**src/rtl/mips_mc_ctrl_v2.sv**
```systemverilog
`default_nettype none
// ============================================================================
// Module   : mips_mc_ctrl_v2
// Purpose  : Multicycle MIPS control FSM with memory handshake and a
//            saturating count of discarded (illegal) instructions.
// Revision : 2.0
// ============================================================================

package mips_mc_ctrl_v2_pkg;
    typedef enum logic [2:0] {
        ALU_AND = 3'b000,
        ALU_OR  = 3'b001,
        ALU_ADD = 3'b010,
        ALU_SUB = 3'b110,
        ALU_SLT = 3'b111
    } ALU_ctrl_e;
endpackage

module mips_mc_ctrl_v2
    import mips_mc_ctrl_v2_pkg::*;
#(
    parameter int EN_BNE        = 1,
    parameter int EN_JAL        = 1,
    parameter int EN_IMM_LOGIC  = 1,
    parameter int MEM_HANDSHAKE = 1,
    parameter int ILL_CNT_W     = 8
) (
    input  logic                 clk,
    input  logic                 rst_n,
    input  logic [5:0]           op,
    input  logic [5:0]           funct,
    input  logic                 zero,
    input  logic                 mem_ready,
    output logic                 IorD,
    output logic                 MemRead,
    output logic                 MemWrite,
    output logic                 IRWrite,
    output logic                 PCWrite,
    output logic                 RegWrite,
    output logic                 ALUSrcA,
    output logic                 ZeroExt,
    output logic [1:0]           RegDst,
    output logic [1:0]           MemtoReg,
    output logic [1:0]           PCSrc,
    output logic [1:0]           ALUSrcB,
    output ALU_ctrl_e            ALUControl,
    output logic                 illegal_op,
    output logic [ILL_CNT_W-1:0] illegal_cnt
);

    typedef enum logic [3:0] {
        S_FETCH    = 4'd0,
        S_DECODE   = 4'd1,
        S_MEMADDR  = 4'd2,
        S_MEMREAD  = 4'd3,
        S_MEMWB    = 4'd4,
        S_MEMWRITE = 4'd5,
        S_EXECUTE  = 4'd6,
        S_ALUWB    = 4'd7,
        S_BRANCH   = 4'd8,
        S_IEXEC    = 4'd9,
        S_IWB      = 4'd10,
        S_JUMP     = 4'd11,
        S_JAL      = 4'd12
    } state_e;

    localparam logic [5:0] c_OP_RTYPE = 6'h00;
    localparam logic [5:0] c_OP_J     = 6'h02;
    localparam logic [5:0] c_OP_JAL   = 6'h03;
    localparam logic [5:0] c_OP_BEQ   = 6'h04;
    localparam logic [5:0] c_OP_BNE   = 6'h05;
    localparam logic [5:0] c_OP_ADDI  = 6'h08;
    localparam logic [5:0] c_OP_SLTI  = 6'h0A;
    localparam logic [5:0] c_OP_ANDI  = 6'h0C;
    localparam logic [5:0] c_OP_ORI   = 6'h0D;
    localparam logic [5:0] c_OP_LW    = 6'h23;
    localparam logic [5:0] c_OP_SW    = 6'h2B;

    localparam logic [5:0] c_FN_ADD   = 6'h20;
    localparam logic [5:0] c_FN_SUB   = 6'h22;
    localparam logic [5:0] c_FN_AND   = 6'h24;
    localparam logic [5:0] c_FN_OR    = 6'h25;
    localparam logic [5:0] c_FN_SLT   = 6'h2A;

    state_e                 r_state;
    logic [ILL_CNT_W-1:0]   r_ill_cnt;

    state_e                 w_cur;
    state_e                 w_next;
    state_e                 w_dec_next;
    logic                   w_dec_legal;
    logic                   w_funct_ok;
    logic                   w_rdy;
    logic                   w_zext;
    ALU_ctrl_e              w_alu_r;
    ALU_ctrl_e              w_alu_i;

    assign w_rdy       = (MEM_HANDSHAKE != 0) ? mem_ready : 1'b1;
    assign illegal_cnt = r_ill_cnt;

    // Instruction decode, independent of the current state.
    always_comb begin
        w_funct_ok = 1'b1;
        w_alu_r    = ALU_ADD;
        case (funct)
            c_FN_ADD: w_alu_r = ALU_ADD;
            c_FN_SUB: w_alu_r = ALU_SUB;
            c_FN_AND: w_alu_r = ALU_AND;
            c_FN_OR:  w_alu_r = ALU_OR;
            c_FN_SLT: w_alu_r = ALU_SLT;
            default:  w_funct_ok = 1'b0;
        endcase

        w_alu_i = ALU_ADD;
        w_zext  = 1'b0;
        case (op)
            c_OP_SLTI: w_alu_i = ALU_SLT;
            c_OP_ANDI: begin w_alu_i = ALU_AND; w_zext = 1'b1; end
            c_OP_ORI:  begin w_alu_i = ALU_OR;  w_zext = 1'b1; end
            default:   ;
        endcase

        w_dec_next = S_FETCH;
        case (op)
            c_OP_LW, c_OP_SW: w_dec_next = S_MEMADDR;
            c_OP_RTYPE:       if (w_funct_ok) w_dec_next = S_EXECUTE;
            c_OP_BEQ:         w_dec_next = S_BRANCH;
            c_OP_BNE:         if (EN_BNE != 0) w_dec_next = S_BRANCH;
            c_OP_ADDI:        w_dec_next = S_IEXEC;
            c_OP_ANDI, c_OP_ORI, c_OP_SLTI:
                              if (EN_IMM_LOGIC != 0) w_dec_next = S_IEXEC;
            c_OP_J:           w_dec_next = S_JUMP;
            c_OP_JAL:         if (EN_JAL != 0) w_dec_next = S_JAL;
            default:          ;
        endcase
        w_dec_legal = (w_dec_next != S_FETCH);
    end

    // While reset is asserted the outputs look like FETCH without any writes.
    assign w_cur = rst_n ? r_state : S_FETCH;

    always_comb begin
        IorD       = 1'b0;
        MemRead    = 1'b0;
        MemWrite   = 1'b0;
        IRWrite    = 1'b0;
        PCWrite    = 1'b0;
        RegWrite   = 1'b0;
        ALUSrcA    = 1'b0;
        ZeroExt    = 1'b0;
        RegDst     = 2'b00;
        MemtoReg   = 2'b00;
        PCSrc      = 2'b00;
        ALUSrcB    = 2'b00;
        ALUControl = ALU_ADD;
        illegal_op = 1'b0;
        w_next     = w_cur;
        case (w_cur)
            S_FETCH: begin
                MemRead = 1'b1;
                ALUSrcB = 2'b01;
                IRWrite = w_rdy & rst_n;
                PCWrite = w_rdy & rst_n;
                if (w_rdy) w_next = S_DECODE;
            end
            S_DECODE: begin
                ALUSrcB    = 2'b11;
                illegal_op = ~w_dec_legal;
                w_next     = w_dec_next;
            end
            S_MEMADDR: begin
                ALUSrcA = 1'b1;
                ALUSrcB = 2'b10;
                w_next  = (op == c_OP_LW) ? S_MEMREAD : S_MEMWRITE;
            end
            S_MEMREAD: begin
                IorD    = 1'b1;
                MemRead = 1'b1;
                if (w_rdy) w_next = S_MEMWB;
            end
            S_MEMWB: begin
                MemtoReg = 2'b01;
                RegWrite = 1'b1;
                w_next   = S_FETCH;
            end
            S_MEMWRITE: begin
                IorD     = 1'b1;
                MemWrite = 1'b1;
                if (w_rdy) w_next = S_FETCH;
            end
            S_EXECUTE: begin
                ALUSrcA    = 1'b1;
                ALUControl = w_alu_r;
                w_next     = S_ALUWB;
            end
            S_ALUWB: begin
                RegDst   = 2'b01;
                RegWrite = 1'b1;
                w_next   = S_FETCH;
            end
            S_BRANCH: begin
                ALUSrcA    = 1'b1;
                ALUControl = ALU_SUB;
                PCSrc      = 2'b01;
                PCWrite    = (op == c_OP_BNE) ? ~zero : zero;
                w_next     = S_FETCH;
            end
            S_IEXEC: begin
                ALUSrcA    = 1'b1;
                ALUSrcB    = 2'b10;
                ALUControl = w_alu_i;
                ZeroExt    = w_zext;
                w_next     = S_IWB;
            end
            S_IWB: begin
                RegWrite = 1'b1;
                ZeroExt  = w_zext;
                w_next   = S_FETCH;
            end
            S_JUMP: begin
                PCSrc   = 2'b10;
                PCWrite = 1'b1;
                w_next  = S_FETCH;
            end
            S_JAL: begin
                RegDst   = 2'b10;
                MemtoReg = 2'b10;
                RegWrite = 1'b1;
                PCSrc    = 2'b10;
                PCWrite  = 1'b1;
                w_next   = S_FETCH;
            end
            default: w_next = S_FETCH;
        endcase
    end

    always_ff @(posedge clk) begin
        if (!rst_n) begin
            r_state   <= S_FETCH;
            r_ill_cnt <= '0;
        end else begin
            r_state <= w_next;
            if (illegal_op && (r_ill_cnt != {ILL_CNT_W{1'b1}}))
                r_ill_cnt <= r_ill_cnt + ILL_CNT_W'(1);
        end
    end

endmodule
`default_nettype wire

```
**config.mk**
```make
export PLATFORM = sky130hd
export DESIGN_NAME = mips_mc_ctrl_v2
export DESIGN_NICKNAME = d
export VERILOG_FILES = /design/src/rtl/mips_mc_ctrl_v2.sv
export SDC_FILE = /design/constraint.sdc
export NUM_CORES = 1
export LEC_CHECK = 0
export CELL_PAD_IN_SITES_DETAIL_PLACEMENT = 2
export CELL_PAD_IN_SITES_GLOBAL_PLACEMENT = 2
export CORE_MARGIN = 2
export CORE_UTILIZATION = 23
export CTS_CLUSTER_SIZE = 40
export DETAILED_ROUTE_END_ITERATION = 8
export PLACE_DENSITY = 0.77
export SLEW_MARGIN = 20
export SYNTH_ARGS = -nofsm -noshare
export SYNTH_HDL_FRONTEND = slang
export SYNTH_SLANG_ARGS = --single-unit
```
**constraint.sdc**
```tcl
create_clock -name clk -period 2.75 [get_ports clk]
set_input_delay 0.6875 -clock clk [delete_from_list [all_inputs] [get_ports clk]]
set_output_delay 0.6875 -clock clk [all_outputs]
set_load 0.01 [all_outputs]
```
# ---- After elaboration in Yosys (flattened, before gate mapping)
# Cells that the tools add are included.
dict set report totals {
  in_bits 16
  word_cells 77
  out_inout_bits 28
  reg_bits 12
}
dict set report classes {
  n_reduce_logical 16
  n_bitwise 3
  addsub 1
  mux 27
  eq_ne 28
}
# cell n
set ops {}
lappend ops {{6-bit equality test, second input constant} 7}
lappend ops {{4-bit case mux with 7 select lines} 1}
lappend ops {{6-bit by 4-bit equality test with 1-bit output, second input constant} 4}
lappend ops {{4-bit case mux with 6 select lines} 1}
lappend ops {{4-bit equality test, second input constant} 5}
lappend ops {{3-bit case mux with 3 select lines} 2}
lappend ops {{4-bit by 3-bit equality test with 1-bit output, second input constant} 4}
lappend ops {{4-bit two-way mux} 4}
lappend ops {{2-bit OR reduction} 8}
lappend ops {{6-bit by 2-bit equality test with 1-bit output, second input constant} 2}
lappend ops {{6-bit by 3-bit equality test with 1-bit output, second input constant} 2}
lappend ops {{2-bit case mux with 2 select lines} 3}
lappend ops {{3-bit case mux with 4 select lines} 1}
lappend ops {{4-bit OR reduction} 3}
lappend ops {{1-bit two-way mux} 11}
lappend ops {{8-bit by 1-bit adder with 8-bit output, second input constant} 1}
lappend ops {{4-bit by 2-bit equality test with 1-bit output, second input constant} 2}
lappend ops {{8-bit != test, second input constant} 1}
lappend ops {{6-bit zero test} 1}
lappend ops {{3-bit two-way mux} 2}
lappend ops {{2-bit case mux with 3 select lines} 1}
lappend ops {{5-bit OR reduction} 1}
lappend ops {{4-bit by 1-bit equality test with 1-bit output, second input constant} 1}
lappend ops {{4-bit zero test} 1}
lappend ops {{5 further kinds} 6}

# ---- Logic depth before layout (Yosys ltp)
dict set report depth {
  ltp_word 9
  depth_mapped 6
  ltp_nobuf 6
}

# ---- Worst setup path before layout
# No wires, ideal clock.
dict set report synth_timing {
  kind {input to output}
  startpoint {input op[4]}
  endpoint {output ALUControl[2]}
  setup_slack_ns 0.177
  required_ns 2.062
  arrival_ns 1.885
  stages 4
  path_buffers 0
  path_cell_list {nor2_1 nand2_1 or2_2 o311ai_0}
}
dict set report synth_via {
  elab_chain_cells 3
  word_cells_on_any_way 5
  cone_classes {eq/ne (3); mux (2)}
}
# item line_no
set synth_lines {}
lappend synth_lines {{start: declaration} 30} ;# input logic [5:0] op,
lappend synth_lines {{6-bit by 4-bit equality test with 1-bit output} 116} ;# case (op)
lappend synth_lines {{3-bit case mux with 3 select lines *} 116}
lappend synth_lines {{3-bit case mux with 3 select lines *} 158} ;# case (w_cur)
lappend synth_lines {{end: declaration} 46} ;# output ALU_ctrl_e ALUControl,
# Mark *: on every way between the ends. The rest lies on a longest branch, timed or not.

# ---- Final worst setup path
dict set report layout_timing {
  startpoint {input op[5]}
  endpoint {output illegal_op}
}
dict set report layout_via {
  elab_chain_cells 6
  word_cells_on_any_way 18
  cone_classes {eq/ne (10); mux (2); bitwise (1); reduce/logical (5)}
}
# item line_no
set layout_lines {}
lappend layout_lines {{6-bit by 4-bit equality test with 1-bit output (tied with other cells)} 124} ;# case (op)
lappend layout_lines {{4-bit OR reduction (no source line) (tied with other cells)} n/a}
lappend layout_lines {{4-bit case mux with 6 select lines *} 124}
lappend layout_lines {{4-bit nonzero test *} 136} ;# w_dec_legal = (w_dec_next != S_FETCH);
lappend layout_lines {{1-bit NOT *} 168} ;# illegal_op = ~w_dec_legal;
lappend layout_lines {{1-bit two-way mux *} 158}
lappend layout_lines {{end: declaration} 47} ;# output logic illegal_op,
# Marked as above.

==> summary.md <==
| Metric | Value |
|---|---|
| Hold_buf cts | 0 |
| Port bufs | 43 |
| Initial drt markers | 55 |
| Final worst slack | 0.0227 ns |
| Die Ht | 76.0 um |
| Inst Count DP | 318 |
| Design Area, Final | 2180 sq um |
| Top cells by area, synth | dfxtp_1 20%, nand2_1 6.3%, nor2_1 6.0% |
| Detail Placement HPWL | 4520 um |
| Antenna Diode Count | 0 |
| Ys flop type | dfxtp_1 |
| Outcome | finished, final reports clean |
| Yosys top cell area share | 0.202 |
| Core ar. | 5040 sq um |
| Vias | 1700 |
| First-pass detailed-route iteration total | 4 |
| CTS tree | built |
| WL final | 6300 um |
| Worst Min Path Start | illegal_cnt[4]$_SDFFE_PN0P_ |
| Clk slew on worst S/H paths | 0.05 ns |
| Initial antenna violation count | 0 |
| Max FO, Critical Path | 4 |
| Pre-CTS WS | -0.720 ns |
| Worst skew pair latency | 0.25 ns |
| Worst-margin pin slew | 0.403 ns |
| # DRC | 0 |
| Compound-Gate Fraction of Synth Area | 0.277 |
| Crit path from | op[5] |
| Final Non-Filler Cells | 329 |
| Xor/xnor share of the synthesized area | 0.00735 |
| Largest family of logic cells by synthesized area | simple AND/OR/NAND/NOR gates |
| Clock Skews | 0.00621 ns |
| Area after DPL | 1990 sq um |
| Drt wl/cell | 19.1 um |
| Largest net degree at the start of global routing | 15 |
| Commonest cells post-synth | 20 x nand2_1, 19 x nor2_1, 13 x nand3_1, 12 x dfxtp_1, 9 x nand2b_1 |
| # IOs | 44 |
| Seq/Total Area, Yosys | 0.202 |
| Adder and majority gate portion of the synthesized area | 0.0105 |
| Cell chosen for the clock root | clkbuf_8 |
| Power Density | 257 nW/um^2 |
| Synth Cell Area | 1190 sq um |
| Reg2reg start | r_state[0]$_SDFF_PN0_ |
| Slew HR | 0.729 |
| Arr. time, crit path | 2.04 ns |
| Post-Syn Instances | 170 |
| H-tree Lvls | 1 |
| Antenna Nets Post-Route | 0 |
| CTS Buf Count | 3 |
| Max cap viols | 0 |
| Initial core utilization | 0.236 |
| Die W | 76.0 um |
| Fin. Hold Viols | 0 |
| Peak supply drop | 191 uV |
| Fin crit share | 0.992 |
| Yosys cell types | 48 |
| Post-synth EDFFs | 0 |
| Site row count | 26 |
| Die area | 5770 sq um |
| Fmax | 367 MHz |
| Crit end category | output port |
| Total track usage | 0.213 |
| Overall power | 560 uW |
| Final setup TNS | 0 ns |
| Worst EP required | 2.06 ns |
| First-pass GRT wire length | 9980 um |
| Clk sinks | 12 |
| Synth Warn # | 0 |
| CTS max path bufs | 2 |
| Grt total ovfl | 0 |
| Area leader, netlist | dfxtp_1 |
| Final setup fails | 0 |
| Final Util | 0.432 |
| Avg Inst Size Synth | 7.01 sq um |
| Simple logic cell fraction of the synthesized area | 0.410 |
| Synth async-reset ratio | 0 |
| Leak | 0.961 nW |
| Fin. max-slew vios | 0 |
| Share of cells above drive strength 1 | 0.336 |
| Synth Register Bits | 12 |
| Final min period | 2.73 ns |
| Final nets | 277 |
| CP Launch Type | primary input |
| Via-per-instance ratio | 5.17 |
| Area grow syn2layout | 82.7% |
| Fin Hold WS | 0.511 ns |
| Critical path type | primary input to output port |
| Most numerous cell in the Yosys netlist | nand2_1 |
| Mux contribution to synthesized area | 0.0420 |
| Post-Syn Nets | 187 |
| Gpl congestion | 0.804 |
| Number of global-route vias before repair | 1937 |
| Hold Crit Class | flop to flop |
==> final timing paths <==
check	endpoint	slack [ns]	cells after the start
max	illegal_op	0.02	7
min	illegal_cnt[4]$_SDFFE_PN0P_	0.51	2
max reg2reg	illegal_cnt[3]$_SDFFE_PN0P_	0.57	8
min reg2reg	illegal_cnt[4]$_SDFFE_PN0P_	0.51	2
==> critical path, cell delays in order <==
cell,delay [ns]
clkdlybuf4s15_2,0.24
or3_4,0.43
a211oi_4,0.21
a31o_2,0.15
or2_1,0.14
nor2_1,0.05
buf_2,0.14
==> final cells by class <==
class	instances	area, sq um
Fill cell	591	2870
Multi-Input combinational cell	143	985
Timing Repair Buffer	92	778
Sequential cell	12	240
Tap cell	70	87.6
Clock buffer	4	55.1
Inverter	8	30.0
==> routing by layer <==
metal,share of wire,track usage
met5,0,0
met2,0.54,0.429
met1,0.42,0.236
met3,0.029,0.0202
met4,0.013,0.0509
==> registers in the layout (all words and copies together) (netlist names) <==
signal,cells
illegal_cnt,8
r_state,4
==> report_power, final <==
part           switching, mW  internal, mW  total (mW)  leakage [nW]
clock network         0.0731         0.127       0.200        0.0288
logic                 0.0903        0.0878       0.178         0.835
registers            0.00449         0.177       0.182        0.0971
==> cells in the final DEF, fill, tap and decap left out, types with 3 or more instances in the layout <==
master	instances
o21ai_0	6
nand3_1	13
nand2b_1	7
nand2_1	19
nor2b_1	4
dlygate4sd2_1	8
o31ai_1	5
and3_1	5
buf_6	4
a21oi_1	7
clkdlybuf4s50_1	20
mux2i_1	5
nor3_1	3
buf_2	6
or3_4	3
inv_1	7
clkbuf_8	4
nor2_1	18
dfxtp_1	12
buf_4	45
dlymetal6s2s_1	5
==> timing repair <==
| action | in CTS | in global routing |
|---|---|---|
| resized for setup | 55 | 19 |
| pin swaps | 4 | 11 |
| setup buffers | 6 | 2 |
| endpoints found under the setup margin | 23 | 7 |
==> cell families after synthesis <==
| logic type | after synthesis |
|---|---|
| xor+xnor | 1 |
| compound gates | 42 |
| flops | 12 |
| fa+ha+maj | 1 |
| buf+inv | 15 |
| simple gates | 94 |
| mux | 5 |
Note: power is estimated with default switching activity, not from simulation.
